===== src/rtl/grant_locked_mux_pkg.sv =====
// Shared types and helpers for the grant-locked output mux and its arbiter-side neighbours.
// Holds the lock FSM encoding plus one-hot check/encode functions.
package grant_locked_mux_pkg;

  localparam int NUM_CLIENTS = 4;
  localparam int OWNER_W     = 2;

  typedef enum logic {
    IDLE = 1'b0,
    LOCK = 1'b1
  } state_e;

  function automatic logic is_onehot(input logic [NUM_CLIENTS-1:0] v);
    return (v != '0) && ((v & (v - 1'b1)) == '0);
  endfunction

  // OR-reduction encode: only meaningful when the input is one-hot.
  function automatic logic [OWNER_W-1:0] onehot_to_bin(input logic [NUM_CLIENTS-1:0] v);
    logic [OWNER_W-1:0] idx;
    idx = '0;
    for (int i = 0; i < NUM_CLIENTS; i++) begin
      if (v[i]) idx = idx | OWNER_W'(i);
    end
    return idx;
  endfunction

endpackage


===== src/rtl/grant_locked_mux_if.sv =====
// Client-side, arbiter-side and target-side signals of the grant-locked mux.
// The slave modport is the mux's view; master is the surrounding environment's view.
interface grant_locked_mux_if
  import grant_locked_mux_pkg::*;
#(
  parameter int DATA_W = 8
);

  logic [NUM_CLIENTS-1:0]        cli_valid;
  logic [NUM_CLIENTS*DATA_W-1:0] cli_data;
  logic [NUM_CLIENTS-1:0]        cli_last;
  logic [NUM_CLIENTS-1:0]        cli_ready;
  logic [NUM_CLIENTS-1:0]        req;
  logic [NUM_CLIENTS-1:0]        grant;
  logic                          m_valid;
  logic [DATA_W-1:0]             m_data;
  logic                          m_last;
  logic                          m_ready;
  logic                          busy;
  logic [OWNER_W-1:0]            owner;
  logic                          err;

  modport slave (
    input  cli_valid, cli_data, cli_last, grant, m_ready,
    output cli_ready, req, m_valid, m_data, m_last, busy, owner, err
  );

  modport master (
    output cli_valid, cli_data, cli_last, grant, m_ready,
    input  cli_ready, req, m_valid, m_data, m_last, busy, owner, err
  );

endinterface


===== src/rtl/grant_locked_mux_onehot_encoder_4.sv =====
// Four-input one-hot to binary encoder, shared with other arbiter-side blocks.
// valid_o flags any bit set; onehot_ok_o flags exactly one bit set.
module onehot_encoder_4
  import grant_locked_mux_pkg::*;
(
  input  logic [NUM_CLIENTS-1:0] onehot_i,
  output logic [OWNER_W-1:0]     idx_o,
  output logic                   valid_o,
  output logic                   onehot_ok_o
);

  assign idx_o       = onehot_to_bin(onehot_i);
  assign valid_o     = |onehot_i;
  assign onehot_ok_o = is_onehot(onehot_i);

endmodule


===== src/rtl/grant_locked_mux.sv =====
// Locks the shared target port to one arbiter-granted client for a whole packet,
// releasing on the last beat or when the per-lock beat limit is reached.
module grant_locked_mux
  import grant_locked_mux_pkg::*;
#(
  parameter int DATA_W    = 8,
  parameter int MAX_BEATS = 16
)(
  input  logic clk,
  input  logic rst,
  grant_locked_mux_if.slave bus
);

  localparam logic [7:0] MaxBeatsC = 8'(MAX_BEATS);

  state_e             state_q, state_d;
  logic [OWNER_W-1:0] owner_q, owner_d;
  logic [7:0]         count_q, count_d;
  logic               err_q, err_d;

  logic [OWNER_W-1:0] grantIdx;
  logic               grantAny;
  logic               grantOk;
  logic               ownValid;
  logic               ownLast;
  logic               mValid;

  onehot_encoder_4 u_grant_enc (
    .onehot_i    (bus.grant),
    .idx_o       (grantIdx),
    .valid_o     (grantAny),
    .onehot_ok_o (grantOk)
  );

  assign ownValid = bus.cli_valid[owner_q];
  assign ownLast  = bus.cli_last[owner_q];

  // Data path is gated by rst so a packet being abandoned sees no accept in the reset cycle.
  always_comb begin
    state_d       = state_q;
    owner_d       = owner_q;
    count_d       = count_q;
    err_d         = err_q;
    mValid        = 1'b0;
    bus.req       = '0;
    bus.cli_ready = '0;
    bus.m_valid   = 1'b0;
    bus.m_data    = '0;
    bus.m_last    = 1'b0;

    unique case (state_q)
      IDLE: begin
        bus.req = bus.cli_valid;
        if (grantAny) begin
          if (grantOk && ((bus.grant & ~bus.cli_valid) == '0)) begin
            owner_d = grantIdx;
            count_d = '0;
            state_d = LOCK;
          end else begin
            err_d = 1'b1;
          end
        end
      end
      LOCK: begin
        mValid                 = ownValid && !rst;
        bus.m_valid            = mValid;
        bus.m_last             = ownLast;
        bus.cli_ready[owner_q] = bus.m_ready && !rst;
        if (mValid) bus.m_data = bus.cli_data[owner_q*DATA_W +: DATA_W];
        if (mValid && bus.m_ready) begin
          if (count_q < MaxBeatsC) count_d = count_q + 8'd1;
          if (ownLast) begin
            state_d = IDLE;
          end else if ((count_q + 8'd1) >= MaxBeatsC) begin
            state_d = IDLE;
            err_d   = 1'b1;
          end
        end
      end
      default: state_d = IDLE;
    endcase
  end

  always_ff @(posedge clk) begin
    if (rst) begin
      state_q <= IDLE;
      owner_q <= '0;
      count_q <= '0;
      err_q   <= 1'b0;
    end else begin
      state_q <= state_d;
      owner_q <= owner_d;
      count_q <= count_d;
      err_q   <= err_d;
    end
  end

  assign bus.busy  = (state_q == LOCK);
  assign bus.owner = owner_q;
  assign bus.err   = err_q;

endmodule


===== src/flat_wrapper.sv =====
// flat-port wrapper written by rule: the top's interface ports become plain ports
module grant_locked_mux_flat import grant_locked_mux_pkg::*;
#(
  parameter int DATA_W    = 8,
  parameter int MAX_BEATS = 16
)
  (clk, rst, bus_cli_valid, bus_cli_data, bus_cli_last, bus_grant, bus_m_ready, bus_cli_ready, bus_req, bus_m_valid, bus_m_data, bus_m_last, bus_busy, bus_owner, bus_err);
  grant_locked_mux_if #(.DATA_W(DATA_W)) bus_i ();
  input  logic clk;
  input  logic rst;
  input wire logic [$bits(bus_i.cli_valid)-1:0] bus_cli_valid;
  input wire logic [$bits(bus_i.cli_data)-1:0] bus_cli_data;
  input wire logic [$bits(bus_i.cli_last)-1:0] bus_cli_last;
  input wire logic [$bits(bus_i.grant)-1:0] bus_grant;
  input wire logic [$bits(bus_i.m_ready)-1:0] bus_m_ready;
  output wire logic [$bits(bus_i.cli_ready)-1:0] bus_cli_ready;
  output wire logic [$bits(bus_i.req)-1:0] bus_req;
  output wire logic [$bits(bus_i.m_valid)-1:0] bus_m_valid;
  output wire logic [$bits(bus_i.m_data)-1:0] bus_m_data;
  output wire logic [$bits(bus_i.m_last)-1:0] bus_m_last;
  output wire logic [$bits(bus_i.busy)-1:0] bus_busy;
  output wire logic [$bits(bus_i.owner)-1:0] bus_owner;
  output wire logic [$bits(bus_i.err)-1:0] bus_err;
  assign bus_i.cli_valid = bus_cli_valid;
  assign bus_i.cli_data = bus_cli_data;
  assign bus_i.cli_last = bus_cli_last;
  assign bus_i.grant = bus_grant;
  assign bus_i.m_ready = bus_m_ready;
  assign bus_cli_ready = bus_i.cli_ready;
  assign bus_req = bus_i.req;
  assign bus_m_valid = bus_i.m_valid;
  assign bus_m_data = bus_i.m_data;
  assign bus_m_last = bus_i.m_last;
  assign bus_busy = bus_i.busy;
  assign bus_owner = bus_i.owner;
  assign bus_err = bus_i.err;
  grant_locked_mux #(.DATA_W(DATA_W), .MAX_BEATS(MAX_BEATS)) u_core (.clk(clk), .rst(rst), .bus(bus_i));
endmodule

===== config.mk =====
export PLATFORM = sky130hd
export DESIGN_NAME = grant_locked_mux_flat
export DESIGN_NICKNAME = d
export VERILOG_FILES = /design/src/rtl/grant_locked_mux_pkg.sv /design/src/rtl/grant_locked_mux_if.sv /design/src/rtl/grant_locked_mux_onehot_encoder_4.sv /design/src/rtl/grant_locked_mux.sv /design/src/flat_wrapper.sv
export SDC_FILE = /design/constraint.sdc
export NUM_CORES = 1
export LEC_CHECK = 0
export ABC_AREA = 1
export CORE_ASPECT_RATIO = 0.6
export CORE_MARGIN = 10
export CORE_UTILIZATION = 37
export DETAILED_ROUTE_END_ITERATION = 7
export HOLD_SLACK_MARGIN = 0.02
export PLACE_DENSITY = 0.77
export SLEW_MARGIN = 30
export SYNTH_ARGS = -nofsm -noshare
export SYNTH_HDL_FRONTEND = slang
export SYNTH_SLANG_ARGS = --single-unit

===== constraint.sdc =====
create_clock -name clk -period 1.4 [get_ports clk]
set_input_delay 0.28 -clock clk [delete_from_list [all_inputs] [get_ports clk]]
set_output_delay 0.28 -clock clk [all_outputs]
set_load 0.05 [all_outputs]

==> flow_summary_export.csv, run 1 <==
group,metric,value,unit
placed_design,post-dp-hpwl,4370,um
die,chipWidth,90.4,um
logic_synthesis,netlist.top_cell.by_area,"nand2_1",
die,initial_core_util,38.6,%
placed_design,gp_congestion,0.920,
placed_design,numPortBuffers,68,
logic_synthesis,yosys.cell_count.top_type,"nand2_1",
clock_tree,cts-hold-fix-buffers,0,
die,top_level_ports,69,
logic_synthesis,syn_inst,206,
logic_synthesis,ys_ff_latch,12,
placed_design,detailed_place.area,2490,sq um
logic_synthesis,ys_async_sr_fraction,0,%
clock_tree,clkSinkCount,12,
clock_tree,cts_max_level,1,
logic_synthesis,synthTopCellsByCount,"nand2_1 (82), inv_1 (31), nor2_1 (21)",
logic_synthesis,yosys_most_used_dff,"dfxtp_1",
status,outcome,"aborted with a tool error",
die,die_height,62.3,um
clock_tree,cts-resized-gates,59,
die,placement_rows,15,
clock_tree,cts_setup_buffers,8,
logic_synthesis,synth.lib_cells_used.distinct,24,
logic_synthesis,yosys_warnings,0,
logic_synthesis,area_share_of_the_largest_cell_type_after_synthesis,28.0,%
logic_synthesis,ys_top_cells_by_area,"nand2_1 (28%), dfxtp_1 (22%), inv_1 (11%), nor2_1 (7.2%), nand3_1 (5.0%)",
logic_synthesis,post_synth.cell_area_avg,5.34,sq um
logic_synthesis,synth-edff-count,0,
clock_tree,cts_inserted_buffers,3,
status,error_message,"[ERROR DPL-0033] detailed placement checks failed during check placement.",
logic_synthesis,netlist_area,1100,sq um
logic_synthesis,postSynthNetCount,254,
clock_tree,cts_root_buf,"clkbuf_8",
logic_synthesis,yosysSeqAreaShare,21.8,%
status,outcome.stop_stage,"4_1_cts",
clock_tree,max-clock-path-buffers,2,
[logic make-up after synthesis]
group	Yosys count	synth area share [%]
AO/OA/AOI/OAI	27	15.5
adder cells (fa/ha/maj)	1	1.14
buffers and inverters	36	12.7
flip-flops	12	21.8
AND/OR/NAND/NOR	130	48.9
[through the flow]
step | util, % | worst slack, ns | instances | hold WS [ns] | setup TNS (ns)
after detailed placement | 87.4 | -0.536 | 343 | 0.481 | -10.92
after floorplan | - | -0.286 | 206 | 0.339 | -2.90
after global placement | 87.4 | -0.502 | 343 | 0.472 | -9.57
==> run 2, diff against run 1 <==
--- a/config.mk
+++ b/config.mk
@@ -6,12 +6,10 @@
 export NUM_CORES = 1
 export LEC_CHECK = 0
 export ABC_AREA = 1
-export CORE_ASPECT_RATIO = 0.6
 export CORE_MARGIN = 10
-export CORE_UTILIZATION = 37
+export CORE_UTILIZATION = 25
 export DETAILED_ROUTE_END_ITERATION = 7
-export HOLD_SLACK_MARGIN = 0.02
-export PLACE_DENSITY = 0.77
+export PLACE_DENSITY_LB_ADDON = 0.15
 export SLEW_MARGIN = 30
 export SYNTH_ARGS = -nofsm -noshare
 export SYNTH_HDL_FRONTEND = slang
==> run 2 against run 1 <==
The flow now finishes, with violations (negative setup slack). Synthesized cell count stayed put. Area after synthesis unchanged.
==> flow_summary_export.csv, run 2 <==
group,metric,value,unit
status,outcome,"finished, violations left",
status,failed_checks,"negative setup slack",
logic_synthesis,postSynthNetCount,254,
logic_synthesis,synth_xor_area_share,0,%
global_route,grt_remaining_overflow,0,
clock_tree,clock_latency,0.25,ns
logic_synthesis,synth-edff-count,0,
finish,layout-drive-gt1-share,45.9,%
detailed_routing,routed-via-count,1717,
logic_synthesis,ys_async_sr_fraction,0,%
logic_synthesis,synthTopCellsByCount,"nand2_1 (82), inv_1 (31), nor2_1 (21)",
global_route,via_count_of_the_first_global_routing_pass,1683,
sta,holdWs,0.477,ns
global_route,grt_first_pass_wirelength,8180,um
worst_setup_path,worst_ep_arrival_time,1.49,ns
finish,final.fill_count,369,
finish,regMostFlops,"u_core.count_q",
min_path,hold_path.class,"reg2reg",
die,die_height,86.4,um
clock_tree,worst_setup_hold_path_clk_slew,0.06,ns
sta,finalMaxSlewViolations,0,
clock_tree,max-clock-path-buffers,2,
logic_synthesis,syn_inst,206,
worst_setup_path,critical_path.n_buffers_inverters,3,
detailed_routing,detail_route.wirelength,5160,um
detailed_routing,drtPass1Iterations,4,
worst_setup_path,timing_worst_setup_path_type,"reg2out",
finish,area_growth,169,%
worst_setup_path,cp_slowest_cell,"dfxtp_4",
detailed_routing,post_drt_via_cell_ratio,4.60,
sta,timing.final.crit_period,1.77,ns
detailed_routing,avgRoutedWirePerCell,13.8,um
worst_setup_path,path_max_fanout,6,
clock_tree,clkSinkCount,12,
die,initial_core_util,25.5,%
logic_synthesis,ys_top_cells_by_area,"nand2_1 (28%), dfxtp_1 (22%), inv_1 (11%), nor2_1 (7.2%), nand3_1 (5.0%)",
sta,worst_skew,0.00689,ns
logic_synthesis,synth-simple-area-share,48.9,%
clock_tree,cts_inserted_buffers,3,
finish,most_common_cell_after_layout_fill_and_taps_aside,"nand2_1",
sta,setup-violations-final,17,
detailed_routing,detail_route.drc_violations,0,
logic_synthesis,yosys_most_used_dff,"dfxtp_1",
logic_synthesis,yosys.cell_count.top_type,"nand2_1",
worst_setup_path,critical_path.endpoint_type,"output pin",
placed_design,numPortBuffers,68,
sta,finalCritPeriodShare,127,%
worst_setup_path,start_kind,"flip-flop",
sta,hold_viol,0,
logic_synthesis,largest_family_of_logic_cells_by_synthesized_area,"simple AND/OR/NAND/NOR gates",
logic_synthesis,synth_fa_ha_area_share,1.14,%
clock_tree,cts_root_buf,"clkbuf_8",
finish,final_cell_mix,"nand2_1 (56), clkdlybuf4s50_1 (36), buf_4 (29)",
power_and_ir_drop,power.leakage,1.29,nW
logic_synthesis,post_synth_mux_area_share,0,%
sta,rsz0062_at_grt,"yes",
die,fp.dieArea,7460,sq um
sta,fin_setup_tns,-4.35,ns
worst_setup_path,critical_path.top_delay_family,"buffers and inverters",
power_and_ir_drop,p_per_area,576,nW/um^2
finish,largest_register_ffs,8,
logic_synthesis,ys_ff_latch,12,
logic_synthesis,area_share_of_the_largest_cell_type_after_synthesis,28.0,%
logic_synthesis,netlist.top_cell.by_area,"nand2_1",
power_and_ir_drop,irDropWorstVdd,0.472,mV
worst_setup_path,timing.critical_path.slowest_cell_delay,0.37,ns
placed_design,placement.setup.worst_slack,-0.500,ns
sta,layout_setup_ws,-0.373,ns
die,chipWidth,86.4,um
logic_synthesis,post_synth.cell_area_avg,5.34,sq um
sta,clock.fmax,564,MHz
die,placement_rows,24,
job,drv_cap,0,
global_route,grt_util_all_layers,13.2,%
logic_synthesis,yosys_warnings,0,
placed_design,gp_congestion,0.835,
finish,final_net_count,369,
logic_synthesis,area_fraction_in_compound_gates_after_synthesis,15.5,%
logic_synthesis,yosysSeqAreaShare,21.8,%
detailed_routing,initialDrtViolationCount,68,
die,coreArea,4320,sq um
worst_setup_path,timing.critical_path.cells,"buf_6 -> nor2_4 -> buf_8 -> nand2_4 -> a41oi_4 -> buf_12",
placed_design,post-dp-hpwl,3930,um
sta,slew_headroom,83.1,%
clock_tree,cts_tree,"done",
global_route,antenna_violations_before_repair,0,
logic_synthesis,synth.lib_cells_used.distinct,24,
clock_tree,cts-hold-fix-buffers,0,
logic_synthesis,netlist_area,1100,sq um
global_route,grt_max_degree,11,
sta,worst_slew_pin_slew,0.253,ns
detailed_routing,detail-route-antenna-nets,0,
die,top_level_ports,69,
clock_tree,cts_max_level,1,
worst_setup_path,timing.critical_path.required,1.12,ns
power_and_ir_drop,design_power_total,1.71,mW
## run 2: cell counts after synthesis
No cell type changed its count.
## run 2: final timing paths
path / end / slack (ns) / depth (start not counted) / from
worst max-delay path: bus_m_data[7] / -0.37 / 6 / u_core.bus.owner[0]$_SDFFE_PP0P_
worst min-delay path: u_core.bus.err$_SDFFE_PP0P_ / 0.48 / 2 / u_core.bus.err$_SDFFE_PP0P_
worst max register to register: u_core.bus.err$_SDFFE_PP0P_ / -0.23 / 13 / u_core.bus.owner[0]$_SDFFE_PP0P_
worst min register to register: u_core.bus.err$_SDFFE_PP0P_ / 0.48 / 2 / u_core.bus.err$_SDFFE_PP0P_
## run 2: what timing repair did
| action | in CTS | in global routing |
|---|---|---|
| pin swaps | 16 | 22 |
| gates cloned | 1 | 0 |
| setup endpoints to repair | 29 | 30 |
| gates resized for setup | 50 | 41 |
| setup buffers | 3 | 7 |
## run 2: cells by family (layout without fill, tap and decap cells)
group / count (synthesis) / in the layout
buffers and inverters: 36 / 149
AND/OR/NAND/NOR: 130 / 131
flip-flops: 12 / 12
adder cells (fa/ha/maj): 1 / 1
AO/OA/AOI/OAI: 27 / 27
other: 0 / 1
## run 2: power by group
group / leakage [nW] / switching [mW] / total, mW / internal (mW)
registers: 0.101 / 0.0235 / 0.385 / 0.362
clock network: 0.0228 / 0.132 / 0.333 / 0.201
logic: 1.16 / 0.500 / 0.988 / 0.488
total: 1.29 / 0.655 / 1.71 / 1.05
## run 2: routing by layer
layer  vias to the layer above  track usage [%]  part of all wire, %
li1                        891                -                    -
met1                       775             14.9                   39
met2                        43             23.7                   54
met3                         8             3.10                  4.9
met4                         0             4.27                  1.6
met5                         -                0                    0
## run 2: final cells by class
cell class              count  area (sq um)  area share [%]
diodes                      1          2.50          0.0845
multi-input cells         159          1150            39.0
repair buffers            111          1300            43.8
inverters                  34           139            4.69
well taps                  52          65.1            2.20
clock buffers               4          45.0            1.52
flip-flops and latches     12           258            8.70
## run 2: worst min-delay path: cells and delay by family, from the launching register on
family | cells | cell delay [ns]
flops | 1 | 0.33
buf+inv | 1 | 0.06
compound gates | 1 | 0.05
## run 2: metrics by stage
| step | util, % | cells | area, sq um |
|---|---|---|---|
| floorplan | - | 206 | 1330 |
| global placement | 58.9 | 357 | 2550 |
| detailed placement | 58.9 | 357 | 2550 |
| CTS | 63.9 | 365 | 2760 |
| global route | 68.4 | 372 | 2960 |
| finish | 68.5 | 373 | 2960 |
Power figures use the tool's default switching activity.
==> run 3, diff against run 2 <==
--- a/config.mk
+++ b/config.mk
@@ -5,7 +5,6 @@
 export SDC_FILE = /design/constraint.sdc
 export NUM_CORES = 1
 export LEC_CHECK = 0
-export ABC_AREA = 1
 export CORE_MARGIN = 10
 export CORE_UTILIZATION = 25
 export DETAILED_ROUTE_END_ITERATION = 7
@@ -14,3 +13,4 @@
 export SYNTH_ARGS = -nofsm -noshare
 export SYNTH_HDL_FRONTEND = slang
 export SYNTH_SLANG_ARGS = --single-unit
+export TNS_END_PERCENT = 1
==> run 3 against run 2 <==
The run still ends with negative setup slack left. Global-route usage down 0.44 points. Critical path depth down 2. Via count down 23%. Die area down 3.7%. Fmax down 8.9%. Worst setup slack worse by 0.17 ns. Cell count down 29%. Area after synthesis down 4.8%. Core utilization down 8.8 points. Combinational power down 27%. Largest power group unchanged.
==> flow_summary_export.csv, run 3 <==
group,metric,value,unit
status,outcome,"finished, violations left",
status,failed_checks,"negative setup slack",
detailed_routing,routed-via-count,1327,
detailed_routing,avgRoutedWirePerCell,17.5,um
clock_tree,cts_max_level,1,
power_and_ir_drop,p_per_area,582,nW/um^2
placed_design,post-place-cells,260,
power_and_ir_drop,power.leakage,0.951,nW
finish,area_growth,129,%
logic_synthesis,synth-edff-count,0,
detailed_routing,detail_route.drc_violations,0,
die,coreArea,4030,sq um
global_route,grt_max_degree,9,
clock_tree,cts_root_buf,"clkbuf_8",
detailed_routing,post_drt_via_cell_ratio,5.05,
detailed_routing,detail_route.wirelength,4610,um
die,fp.dieArea,7180,sq um
power_and_ir_drop,clock_power_share,22.0,%
placed_design,post-dp-hpwl,3920,um
placed_design,numPortBuffers,68,
finish,final_net_count,263,
clock_tree,clkSinkCount,12,
clock_tree,worst_setup_hold_path_clk_slew,0.05,ns
sta,slew_headroom,75.5,%
finish,regMostFlops,"u_core.count_q",
logic_synthesis,yosysSeqAreaShare,22.9,%
finish,largest_register_ffs,8,
global_route,grt_util_all_layers,12.8,%
die,die_height,84.8,um
worst_setup_path,timing.critical_path.slowest_cell_delay,0.52,ns
power_and_ir_drop,int_pwr,948,uW
sta,timing.final.crit_period,1.95,ns
sta,finalCritPeriodShare,139,%
power_and_ir_drop,power.sequential.fraction,26.5,%
logic_synthesis,ys_top_cells_by_area,"dfxtp_1 (23%), mux4_2 (19%), nor2b_1 (7.2%), a311oi_1 (4.2%), nand2b_1 (3.6%)",
worst_setup_path,critical_path.top_delay_family,"multiplexers",
sta,hold_viol,0,
global_route,antenna_violations_before_repair,0,
sta,rsz0062_at_grt,"yes",
die,initial_core_util,26.0,%
sta,layout_setup_ws,-0.547,ns
clock_tree,cts-hold-fix-buffers,0,
finish,antenna_diode_count,0,
placed_design,gp_congestion,0.794,
detailed_routing,drtPass1Iterations,4,
power_and_ir_drop,comb_power_share,51.5,%
worst_setup_path,critical_path.n_buffers_inverters,1,
worst_setup_path,cp_slowest_cell,"mux4_2",
logic_synthesis,ys_async_sr_fraction,0,%
worst_setup_path,start_kind,"flip-flop",
clock_tree,cts_inserted_buffers,3,
die,top_level_ports,69,
logic_synthesis,post_synth.cell_area_avg,9.12,sq um
placed_design,placement.setup.worst_slack,-0.625,ns
die,placement_rows,23,
finish,final_cell_mix,"clkdlybuf4s50_1 (37), buf_4 (28), buf_12 (21)",
power_and_ir_drop,power.share.switching,32.3,%
min_path,hold_path.class,"in2reg",
logic_synthesis,netlist_area,1050,sq um
global_route,via_count_of_the_first_global_routing_pass,1478,
worst_setup_path,path_max_fanout,3,
power_and_ir_drop,irDropWorstVdd,0.452,mV
finish,layout-drive-gt1-share,47.9,%
worst_setup_path,worst_ep_arrival_time,1.67,ns
logic_synthesis,postSynthNetCount,163,
logic_synthesis,netlist.top_cell.by_area,"dfxtp_1",
global_route,grt_first_pass_wirelength,7560,um
finish,most_common_cell_after_layout_fill_and_taps_aside,"clkdlybuf4s50_1",
worst_setup_path,critical_path.endpoint_type,"output pin",
die,chipWidth,84.8,um
power_and_ir_drop,switching_power,452,uW
sta,clock.fmax,514,MHz
worst_setup_path,timing.critical_path.required,1.12,ns
worst_setup_path,timing.critical_path.cells,"mux4_2 -> nand3b_1 -> and2b_4 -> buf_12",
sta,finalMaxSlewViolations,0,
logic_synthesis,synth.lib_cells_used.distinct,37,
sta,worst_slew_pin_slew,0.364,ns
clock_tree,cts_tree,"done",
logic_synthesis,synthTopCellsByCount,"dfxtp_1 (12), nor2b_1 (12), mux4_2 (9)",
clock_tree,clock_latency,0.24,ns
detailed_routing,initialDrtViolationCount,41,
logic_synthesis,syn_inst,115,
clock_tree,max-clock-path-buffers,2,
detailed_routing,detail-route-antenna-nets,0,
logic_synthesis,ys_ff_latch,12,
logic_synthesis,yosys_warnings,0,
logic_synthesis,yosys_most_used_dff,"dfxtp_1",
global_route,grt_remaining_overflow,0,
sta,setup-violations-final,22,
sta,worst_skew,0.00634,ns
clock_tree,cts_setup_buffers,0,
power_and_ir_drop,design_power_total,1.40,mW
job,drv_cap,0,
logic_synthesis,area_share_of_the_largest_cell_type_after_synthesis,22.9,%
finish,layoutNonFillerInstCount,263,
worst_setup_path,timing_worst_setup_path_type,"reg2out",
==> run 3: changes by cell type after synthesis, moves of 5 or more <==
cell	delta
nand2_1	-75
inv_1	-28
nor2_1	-13
nor2b_1	+12
mux4_2	+9
nand2_2	-6
nand2b_1	+6
a311oi_1	+5
nand3_1	-5
==> run 3: worst paths after layout <==
check        cells after the start                                to                        startpoint  slack, ns
max                              4                     bus_m_data[1]  u_core.bus.owner[0]$_SDFFE_PP0P_      -0.55
min                              3  u_core.bus.owner[0]$_SDFFE_PP0P_                               rst       0.45
max reg2reg                      6       u_core.bus.err$_SDFFE_PP0P_  u_core.bus.owner[0]$_SDFFE_PP0P_      -0.21
min reg2reg                      2       u_core.bus.err$_SDFFE_PP0P_       u_core.bus.err$_SDFFE_PP0P_       0.52
==> run 3: cell families after synthesis <==
group	Yosys count	share of synthesized area [%]
compound gates	23	16.6
fa+ha+maj	1	1.19
buf+inv	8	4.41
flops	12	22.9
mux	11	22.9
simple gates	60	32.0
==> run 3: layout make-up <==
type                    count  area, sq um
flip-flops and latches     12          244
well taps                  50         62.6
fillers                   323         1620
inverters                   3         11.3
clock buffers               3         41.3
repair buffers            100         1150
multi-input cells          95          896
==> run 3: layer usage <==
metal	vias to the layer above	track usage [%]	wire, um
met3	2	3.29	303
met5	-	0	0
met2	55	23.0	2280
li1	637	-	-
met1	633	14.6	2000
met4	0	2.99	20
==> run 3: worst register-to-register path: stages (launching register included) <==
cell       delay [ns]
dfxtp_4          0.37
buf_12           0.14
mux4_2           0.54
buf_6            0.14
nor2_1           0.08
a2bb2oi_1        0.07
o31ai_1          0.19
==> run 3: stage by stage <==
step                hold WS, ns  TNS, ns  util [%]  area [sq um]
global route              0.464    -8.74      59.7          2410
finish                    0.454    -7.26      59.7          2410
global placement          0.504   -13.13      55.7          2250
detailed placement        0.505   -13.91      55.7          2250
floorplan                 0.472   -13.21         -          1090
CTS                       0.522    -9.61      57.5          2320
==> run 3: repair_timing <==
| action | 4_1_cts | 5_1_grt |
|---|---|---|
| endpoints found under the setup margin | 30 | 29 |
| resized for setup | 17 | 23 |
| pin swaps | 4 | 4 |
==> run 3: power groups by stage <==
stage | clock (mW) | sequential (mW) | combinational, mW
floorplan | 0 | 0.419 | 0.266
global placement | 0 | 0.378 | 0.685
detailed placement | 0 | 0.378 | 0.693
CTS | 0.311 | 0.371 | 0.705
global route | 0.330 | 0.373 | 0.759
finish | 0.309 | 0.371 | 0.720
